==> config.mk <==
export PLATFORM = sky130hd
export DESIGN_NAME = corner_scan_ctrl_flat
export DESIGN_NICKNAME = d
export VERILOG_FILES = /design/src/rtl/corner_scan_ctrl_if.sv /design/src/rtl/corner_scan_ctrl.sv /design/src/flat_wrapper.sv
export SDC_FILE = /design/constraint.sdc
export NUM_CORES = 1
export LEC_CHECK = 0
export CAP_MARGIN = 20
export CORE_MARGIN = 1.5
export CORE_UTILIZATION = 42
export DETAILED_ROUTE_END_ITERATION = 16
export HOLD_SLACK_MARGIN = 0.15
export PLACE_DENSITY_LB_ADDON = 0.2
export SETUP_SLACK_MARGIN = 0.1
export SKIP_CTS_REPAIR_TIMING = 1
export SLEW_MARGIN = 20
export SYNTH_ARGS = -nofsm -noshare
export SYNTH_HDL_FRONTEND = slang
export SYNTH_SLANG_ARGS = --single-unit
==> constraint.sdc <==
create_clock -name clk_in -period 5.9 [get_ports clk_in]
set_input_delay 1.18 -clock clk_in [delete_from_list [all_inputs] [get_ports clk_in]]
set_output_delay 1.18 -clock clk_in [all_outputs]
set_load 0.03 [all_outputs]
==> src/rtl/corner_scan_ctrl_if.sv <==
// Handshake between corner_scan_ctrl and find_corners: scan address, result
// pulse with the four edges, and the one-cycle start flag.
interface corner_scan_ctrl_if;
    logic [16:0] fc_addr_in;
    logic        fc_valid_in;
    logic [7:0]  fc_right_in;
    logic [7:0]  fc_left_in;
    logic [8:0]  fc_top_in;
    logic [8:0]  fc_bot_in;
    logic        fc_start_out;

    // find_corners side: drives address and results, receives the start flag
    modport master (
        output fc_addr_in, fc_valid_in, fc_right_in, fc_left_in, fc_top_in, fc_bot_in,
        input  fc_start_out
    );

    // Controller side
    modport slave (
        input  fc_addr_in, fc_valid_in, fc_right_in, fc_left_in, fc_top_in, fc_bot_in,
        output fc_start_out
    );
endinterface

==> src/rtl/corner_scan_ctrl.sv <==
// Frame-buffer port arbiter: gives the BRAM port to find_corners once per clean
// frame, starts the scan, latches the edges and hands the port back to the camera.
module corner_scan_ctrl #(
    parameter int WIDTH   = 240,
    parameter int HEIGHT  = 320,
    parameter int TIMEOUT = 1024
) (
    input  logic        clk_in,
    input  logic        rst_in,
    input  logic        enable_in,
    input  logic        frame_done_in,
    input  logic        cam_we_in,
    input  logic [16:0] cam_addr_in,
    input  logic [15:0] cam_data_in,
    input  logic [7:0]  x_center_in,
    input  logic [8:0]  y_center_in,
    corner_scan_ctrl_if.slave fc,
    output logic [16:0] bram_addr_out,
    output logic        bram_we_out,
    output logic [15:0] bram_din_out,
    output logic [7:0]  x_center_out,
    output logic [8:0]  y_center_out,
    output logic [7:0]  right_edge_out,
    output logic [7:0]  left_edge_out,
    output logic [8:0]  top_edge_out,
    output logic [8:0]  bot_edge_out,
    output logic        result_valid_out,
    output logic        error_out,
    output logic        busy_out,
    output logic [15:0] drop_count_out,
    output logic [2:0]  dbg_state
);
    // A scan always gets at least enough cycles to walk both axes.
    localparam int LIMIT = (TIMEOUT > WIDTH + HEIGHT) ? TIMEOUT : WIDTH + HEIGHT + 1;
    localparam int TW    = $clog2(LIMIT);

    typedef enum logic [2:0] {
        IDLE  = 3'd0,
        SYNC  = 3'd1,
        FILL  = 3'd2,
        START = 3'd3,
        SCAN  = 3'd4,
        DONE  = 3'd5
    } state_t;

    state_t      state, next_state;
    logic [TW-1:0] timer;
    logic        timed_out;
    logic [7:0]  x_q;
    logic [8:0]  y_q;

    assign timed_out = (state == SCAN) && (timer == TW'(LIMIT - 1));

    always_ff @(posedge clk_in) begin
        if (rst_in) begin
            state          <= IDLE;
            timer          <= '0;
            x_q            <= '0;
            y_q            <= '0;
            right_edge_out <= '0;
            left_edge_out  <= '0;
            top_edge_out   <= '0;
            bot_edge_out   <= '0;
            error_out      <= 1'b0;
            drop_count_out <= '0;
        end else begin
            state <= next_state;
            if (state == START) begin
                timer <= '0;
                x_q   <= x_center_in;
                y_q   <= y_center_in;
            end else if (state == SCAN) begin
                timer <= timer + 1'b1;
            end
            // A result arriving on the timeout cycle still counts as a result.
            if (state == SCAN && fc.fc_valid_in) begin
                right_edge_out <= fc.fc_right_in;
                left_edge_out  <= fc.fc_left_in;
                top_edge_out   <= fc.fc_top_in;
                bot_edge_out   <= fc.fc_bot_in;
                error_out      <= (fc.fc_left_in >= fc.fc_right_in) ||
                                  (fc.fc_top_in >= fc.fc_bot_in);
            end else if (timed_out) begin
                error_out <= 1'b1;
            end
            if (busy_out && cam_we_in && drop_count_out != 16'hFFFF)
                drop_count_out <= drop_count_out + 16'd1;
        end
    end

    always_comb begin
        next_state       = state;
        busy_out         = 1'b0;
        fc.fc_start_out  = 1'b0;
        result_valid_out = 1'b0;
        bram_addr_out    = cam_addr_in;
        bram_we_out      = cam_we_in;
        bram_din_out     = cam_data_in;
        x_center_out     = x_q;
        y_center_out     = y_q;
        dbg_state        = state;
        case (state)
            IDLE:  if (enable_in) next_state = SYNC;
            SYNC:  if (!enable_in) next_state = IDLE;
                   else if (frame_done_in) next_state = FILL;
            FILL:  if (!enable_in) next_state = IDLE;
                   else if (frame_done_in) next_state = START;
            START: next_state = SCAN;
            SCAN:  if (fc.fc_valid_in || timed_out) next_state = DONE;
            DONE:  next_state = enable_in ? SYNC : IDLE;
            default: next_state = IDLE;
        endcase
        if (state == START || state == SCAN || state == DONE) begin
            busy_out      = 1'b1;
            bram_addr_out = fc.fc_addr_in;
            bram_we_out   = 1'b0;
            bram_din_out  = '0;
        end
        // Center is visible during START itself, then held from the register.
        if (state == START) begin
            fc.fc_start_out = 1'b1;
            x_center_out    = x_center_in;
            y_center_out    = y_center_in;
        end
        if (state == DONE) result_valid_out = 1'b1;
    end
endmodule

==> src/flat_wrapper.sv <==
// flat-port wrapper written by rule: the top's interface ports become plain ports
module corner_scan_ctrl_flat 
#(
    parameter int WIDTH   = 240,
    parameter int HEIGHT  = 320,
    parameter int TIMEOUT = 1024
)
  (clk_in, rst_in, enable_in, frame_done_in, cam_we_in, cam_addr_in, cam_data_in, x_center_in, y_center_in, bram_addr_out, bram_we_out, bram_din_out, x_center_out, y_center_out, right_edge_out, left_edge_out, top_edge_out, bot_edge_out, result_valid_out, error_out, busy_out, drop_count_out, dbg_state, fc_fc_addr_in, fc_fc_valid_in, fc_fc_right_in, fc_fc_left_in, fc_fc_top_in, fc_fc_bot_in, fc_fc_start_out);
  corner_scan_ctrl_if fc_i ();
  input  logic clk_in;
  input  logic rst_in;
  input  logic enable_in;
  input  logic frame_done_in;
  input  logic cam_we_in;
  input  logic [16:0] cam_addr_in;
  input  logic [15:0] cam_data_in;
  input  logic [7:0] x_center_in;
  input  logic [8:0] y_center_in;
  output logic [16:0] bram_addr_out;
  output logic bram_we_out;
  output logic [15:0] bram_din_out;
  output logic [7:0] x_center_out;
  output logic [8:0] y_center_out;
  output logic [7:0] right_edge_out;
  output logic [7:0] left_edge_out;
  output logic [8:0] top_edge_out;
  output logic [8:0] bot_edge_out;
  output logic result_valid_out;
  output logic error_out;
  output logic busy_out;
  output logic [15:0] drop_count_out;
  output logic [2:0] dbg_state;
  input wire logic [$bits(fc_i.fc_addr_in)-1:0] fc_fc_addr_in;
  input wire logic [$bits(fc_i.fc_valid_in)-1:0] fc_fc_valid_in;
  input wire logic [$bits(fc_i.fc_right_in)-1:0] fc_fc_right_in;
  input wire logic [$bits(fc_i.fc_left_in)-1:0] fc_fc_left_in;
  input wire logic [$bits(fc_i.fc_top_in)-1:0] fc_fc_top_in;
  input wire logic [$bits(fc_i.fc_bot_in)-1:0] fc_fc_bot_in;
  output wire logic [$bits(fc_i.fc_start_out)-1:0] fc_fc_start_out;
  assign fc_i.fc_addr_in = fc_fc_addr_in;
  assign fc_i.fc_valid_in = fc_fc_valid_in;
  assign fc_i.fc_right_in = fc_fc_right_in;
  assign fc_i.fc_left_in = fc_fc_left_in;
  assign fc_i.fc_top_in = fc_fc_top_in;
  assign fc_i.fc_bot_in = fc_fc_bot_in;
  assign fc_fc_start_out = fc_i.fc_start_out;
  corner_scan_ctrl #(.WIDTH(WIDTH), .HEIGHT(HEIGHT), .TIMEOUT(TIMEOUT)) u_core (.clk_in(clk_in), .rst_in(rst_in), .enable_in(enable_in), .frame_done_in(frame_done_in), .cam_we_in(cam_we_in), .cam_addr_in(cam_addr_in), .cam_data_in(cam_data_in), .x_center_in(x_center_in), .y_center_in(y_center_in), .fc(fc_i), .bram_addr_out(bram_addr_out), .bram_we_out(bram_we_out), .bram_din_out(bram_din_out), .x_center_out(x_center_out), .y_center_out(y_center_out), .right_edge_out(right_edge_out), .left_edge_out(left_edge_out), .top_edge_out(top_edge_out), .bot_edge_out(bot_edge_out), .result_valid_out(result_valid_out), .error_out(error_out), .busy_out(busy_out), .drop_count_out(drop_count_out), .dbg_state(dbg_state));
endmodule
Word level (Yosys, flattened, before mapping). Cells that the tools add are included.

Register bits after elaboration: 81. Output and inout bits: 108. Logic and storage cells: 55. Input port bits: 107.

$lt $le $gt $ge: 2. Equal/unequal tests: 11. $add $sub $neg: 2. Reductions and logical operators: 12. Muxes and demuxes: 18.

Operators with widths (count): two-way mux 3 bit (6); case mux 3 bit (6 select lines) (1); two-way mux 17 bit (1); adder 16 x 1 -> 16 bit, second input constant (1); two-way mux 16 bit (1); != test 16 bit, second input constant (1); adder 10 x 1 -> 10 bit, second input constant (1); equality test 10 bit, second input constant (1); greater-or-equal comparator 9 bit (1); two-way mux 9 bit (1); greater-or-equal comparator 8 bit (1); two-way mux 8 bit (1); two-way mux 1 bit (7); equality test 3 x 2 -> 1 bit, second input constant (2); equality test 3 bit, second input constant (2); != test 3 bit, second input constant (2); logical AND 1 bit (4); logical OR 1 bit (4); != test 2 bit, second input constant (2); AND reduction 4 bit (1); equality test 3 x 1 -> 1 bit, second input constant (1); zero test 3 bit (1); nonzero test 2 bit (1); OR reduction 2 bit (1).

Longest topological paths before layout.
Depth after elaboration: 6. Gate-level depth with buffers: 9. Mapped depth without buffers: 7.

Worst setup path before layout. Ideal clock, no wire load.

Path kind: flip-flop to output port. Start point: register u_core.state[1] (netlist: u_core.dbg_state[1]). End point: output port bram_addr_out[10]. Stages on the path, launching flop included: 8. Data arrival time: 1952 ps. Path slack: 2768 ps. Path buffers: 2. Required time: 4720 ps. Cell sequence: dfxtp_1 nand2_2 or2_1 buf_6 clkinv_4 nor2_1 buf_2 mux2_2.

Word-level cells in the longest chain between the ends: 4. Elaborated cells between the ends (all ways): 6. Classes of those cells: eq/ne (3); mux (1); reduce/logical (2).

RTL lines: from (decl) (RTL line corner_scan_ctrl.sv:46) `state_t state, next_state;`; from (signal assigned) (RTL line corner_scan_ctrl.sv:67) `state <= next_state;`; equality test 3 x 2 -> 1 bit or equality test 3 bit (tied branches) (RTL line corner_scan_ctrl.sv:113) `if (state == START || state == SCAN || state == DONE) begin`; logical OR 1 bit (RTL line corner_scan_ctrl.sv:113); logical OR 1 bit * (RTL line corner_scan_ctrl.sv:113); two-way mux 17 bit * (RTL line corner_scan_ctrl.sv:113); to (decl) (RTL line flat_wrapper.sv:19) `output logic [16:0] bram_addr_out;`.

Mark *: on every way between the ends. The rest lies on a longest branch, timed or not.

Worst setup path in the final report.
Start point: register u_core.state[2] (netlist: u_core.dbg_state[2]). End point: output port bram_addr_out[12].

The elaborated chain is that of the path after synthesis.

==> results.md <==
* Sw Share at 0.2599
* Drt total wl at around 12 mm
* Post-synthesis net count at 626
* DIE WIDTH at about 100 µm
* Placer congestion estimate at 0.7897
* Port bufs at about 210
* Critical path required time at between 4 and 5 ns
* Worst clock skew at 0.01519 ns
* Min-Delay Path Class: flip-flop to flip-flop
* Die height at 100.5 µm
* Initial Utilization at 0.4318
* Post-DRT Antenna Nets at 0
* Synth top cells by count: 132 x nand2_1, 81 x dfxtp_1, 47 x a21oi_1
* Final Hold Fails at 0
* Placed Area at ~6200 µm²
* Core ar. at 9240 µm²
* Share of the synthesized area in the top cell type at 0.4064
* Register share of total power at 0.503
* Multi-input combinational cell area at about 2200 µm²
* Yosys warning count at 0
* IO Pins at about 220
* Final worst path period share at 0.8487
* Setup TNS at 0 ns
* Detailed Place HPWL at 9.234 mm
* Main synth FF type: dfxtp_1
* F_max at 199.7 MHz
* CTS Sinks at ~80
* Worst slew pin tran at 0.8064 ns
* Clock buffer depth at 2
* Number of H-tree levels at 3
* Post-synth EDFFs at 0
* Syn_area_per_cell at ~8.0 µm²
* Final setup violation count at 0
* Fillers at between 700 and 800
* Final WS setup at slightly below 0.9 ns
* Post-Synthesis Cells at 500
* Leak pwr at 2.425 nW
* Routed wire per std cell at roughly 14 µm
* RSZ-0062 raised after global routing: no
* P&R area growth vs syn at 59.83%
* CP max FO at 25
* Leading cell type by number of instances after synthesis: nand2_1
* Full die area at approximately 10000 µm²
* Clock-pin slew on the worst setup and hold paths at ~0.070 ns
* Fin nets at 830
* Comb power frac at 0.180
* Initial antenna violation count at 0
* Worst EP arrival at 3.83 ns
* Via count at just over 4000
* Area leader, netlist: dfxtp_1
* N_diodes at 0
* Worst Setup Path Type: flip-flop to output port
* Remaining DRCs at 0
* Seq cells post-synth at slightly above 80
* Max Cap Viol at 0
* Total GRT Usage at 0.2288
* Pin count of the biggest net entering global routing at 77
* Internal power at about 0.81 mW
* Global-route wire length before repair at 18.44 mm
* Period minus WS final at around 5.0 ns
* Row cnt at 35
* Slew HR at 0.4624
* Clock root cell: clkbuf_8
* Setup Slack @ Placement at approximately 1.2 ns
* Critical path endpoint category: output port
* Initial DRC Count at 160
* Proportion of layout cells with a drive suffix above 1 at 0.06073
* Core Util, Final at 0.6902
* Net Switching at 0.2842 mW
* Post-route cell area at approximately 6400 µm²
* Final Max Tran Viols at 0
* Synth Cell Area at 3990 µm²
* CTS buffer count at 9
* Via density at slightly below 5
* Vias in the first global route at 3817
* Clock power share at 0.317
* CTS tree: done
* Sequential cell area at between 1500 and 2000 µm²
* Startpoint Class: flip-flop
* Register area share after synthesis at 0.4064
* Max VDD drop at about 110 µV
* Status: finished clean
* Ys async rst share at 0
* Synth unique cells at 41
* Largest cells by area after synthesis: dfxtp_1 41%, nand2_1 12%, ha_1 6.0%
* Skew-Pair Late Insertion Delay at roughly 0.35 ns
* Initial DRT Pass Iterations at 6
* Total grt overflow at 0
* P per Cell Area at between 150 and 200 nW/µm²
## cell type report
type / instances / area share
sequential: 81 / 0.2543
inverter: 22 / 0.01373
tap: 129 / 0.02531
timing repair buffer: 218 / 0.3410
multi-input combinational: 372 / 0.3404
clock buffer: 10 / 0.02001
clock inverter: 5 / 0.005297
## power by group through the flow
stage / clock [mW] / sequential [mW] / combinational [mW]
2_1_floorplan: 0 / 0.565 / 0.0778
3_3_place_gp: 0 / 0.563 / 0.194
3_5_place_dp: 0 / 0.563 / 0.197
4_1_cts: 0.355 / 0.550 / 0.198
5_1_grt: 0.377 / 0.551 / 0.210
6_report: 0.347 / 0.550 / 0.197
## critical path, stage by stage, from the launching register on
cell             delay, ns
dfxtp_1               0.55
or2_1                 0.62
clkinv_4              0.33
nor2_2                0.70
buf_4                 0.32
mux2_2                0.35
clkdlybuf4s50_1       0.60
## per-stage QoR
stage	cells	total power [mW]	hold WS, ns
global route	837	1.138	0.4805
CTS	837	1.103	0.4573
detailed placement	822	0.7602	0.4455
finish	837	1.093	0.4555
global placement	821	0.7568	0.4422
floorplan	500	0.6432	0.4716
## flip-flops by register name, indices dropped and copies added, names as in the netlist
name and count:
u_core.left_edge_out 8, u_core.dbg_state 3, u_core.bot_edge_out 9, u_core.top_edge_out 9, u_core.drop_count_out 16, u_core.y_q 9, u_core.right_edge_out 8, u_core.error_out 1
u_core.x_q 8, u_core.timer 10
## kinds of logic (layout without fill, tap and decap cells)
family | Yosys count | after routing | share of synthesized area
buf+inv | 47 | 255 | 0.05017
mux | 17 | 17 | 0.04798
fa+ha+maj | 19 | 19 | 0.05958
xor+xnor | 19 | 19 | 0.04171
compound gates | 67 | 67 | 0.09658
simple gates | 250 | 250 | 0.2976
flops | 81 | 81 | 0.4064
## layer usage
layer  part of all wire  GRT usage  wire [µm]  vias to the layer above
li1                   -          -          -                     2069
met1               0.39     0.2490       4579                     1878
met2               0.51     0.4160       6112                      151
met3              0.077    0.06449        909                       18
met4              0.023    0.09534        274                        0
met5                  0          0          0                        -
## layout by cell type (no fill, tap or decap), types with 11 or more instances in the layout
cell type        netlist  final
nor2b_1               19     19
clkdlybuf4s50_1        0    213
dfxtp_1               81     81
inv_1                 21     21
xnor2_1               12     12
and2_1                20     20
nor2_1                25     24
mux2_2                17     17
nand2_1              132    132
nand3_1               11     11
ha_1                  19     19
a21oi_1               47     47
## path summary, 6_finish.rpt
kind | start | to | slack (ns) | cells past startpoint
worst max-delay path | u_core.dbg_state[2] | bram_addr_out[12] | 0.89 | 6
worst min-delay path | u_core.top_edge_out[2] | u_core.top_edge_out[2] | 0.46 | 2
worst max register to register | u_core.dbg_state[2] | u_core.drop_count_out[14] | 3.42 | 6
worst min register to register | u_core.top_edge_out[2] | u_core.top_edge_out[2] | 0.46 | 2
Power figures use the tool's default switching activity.
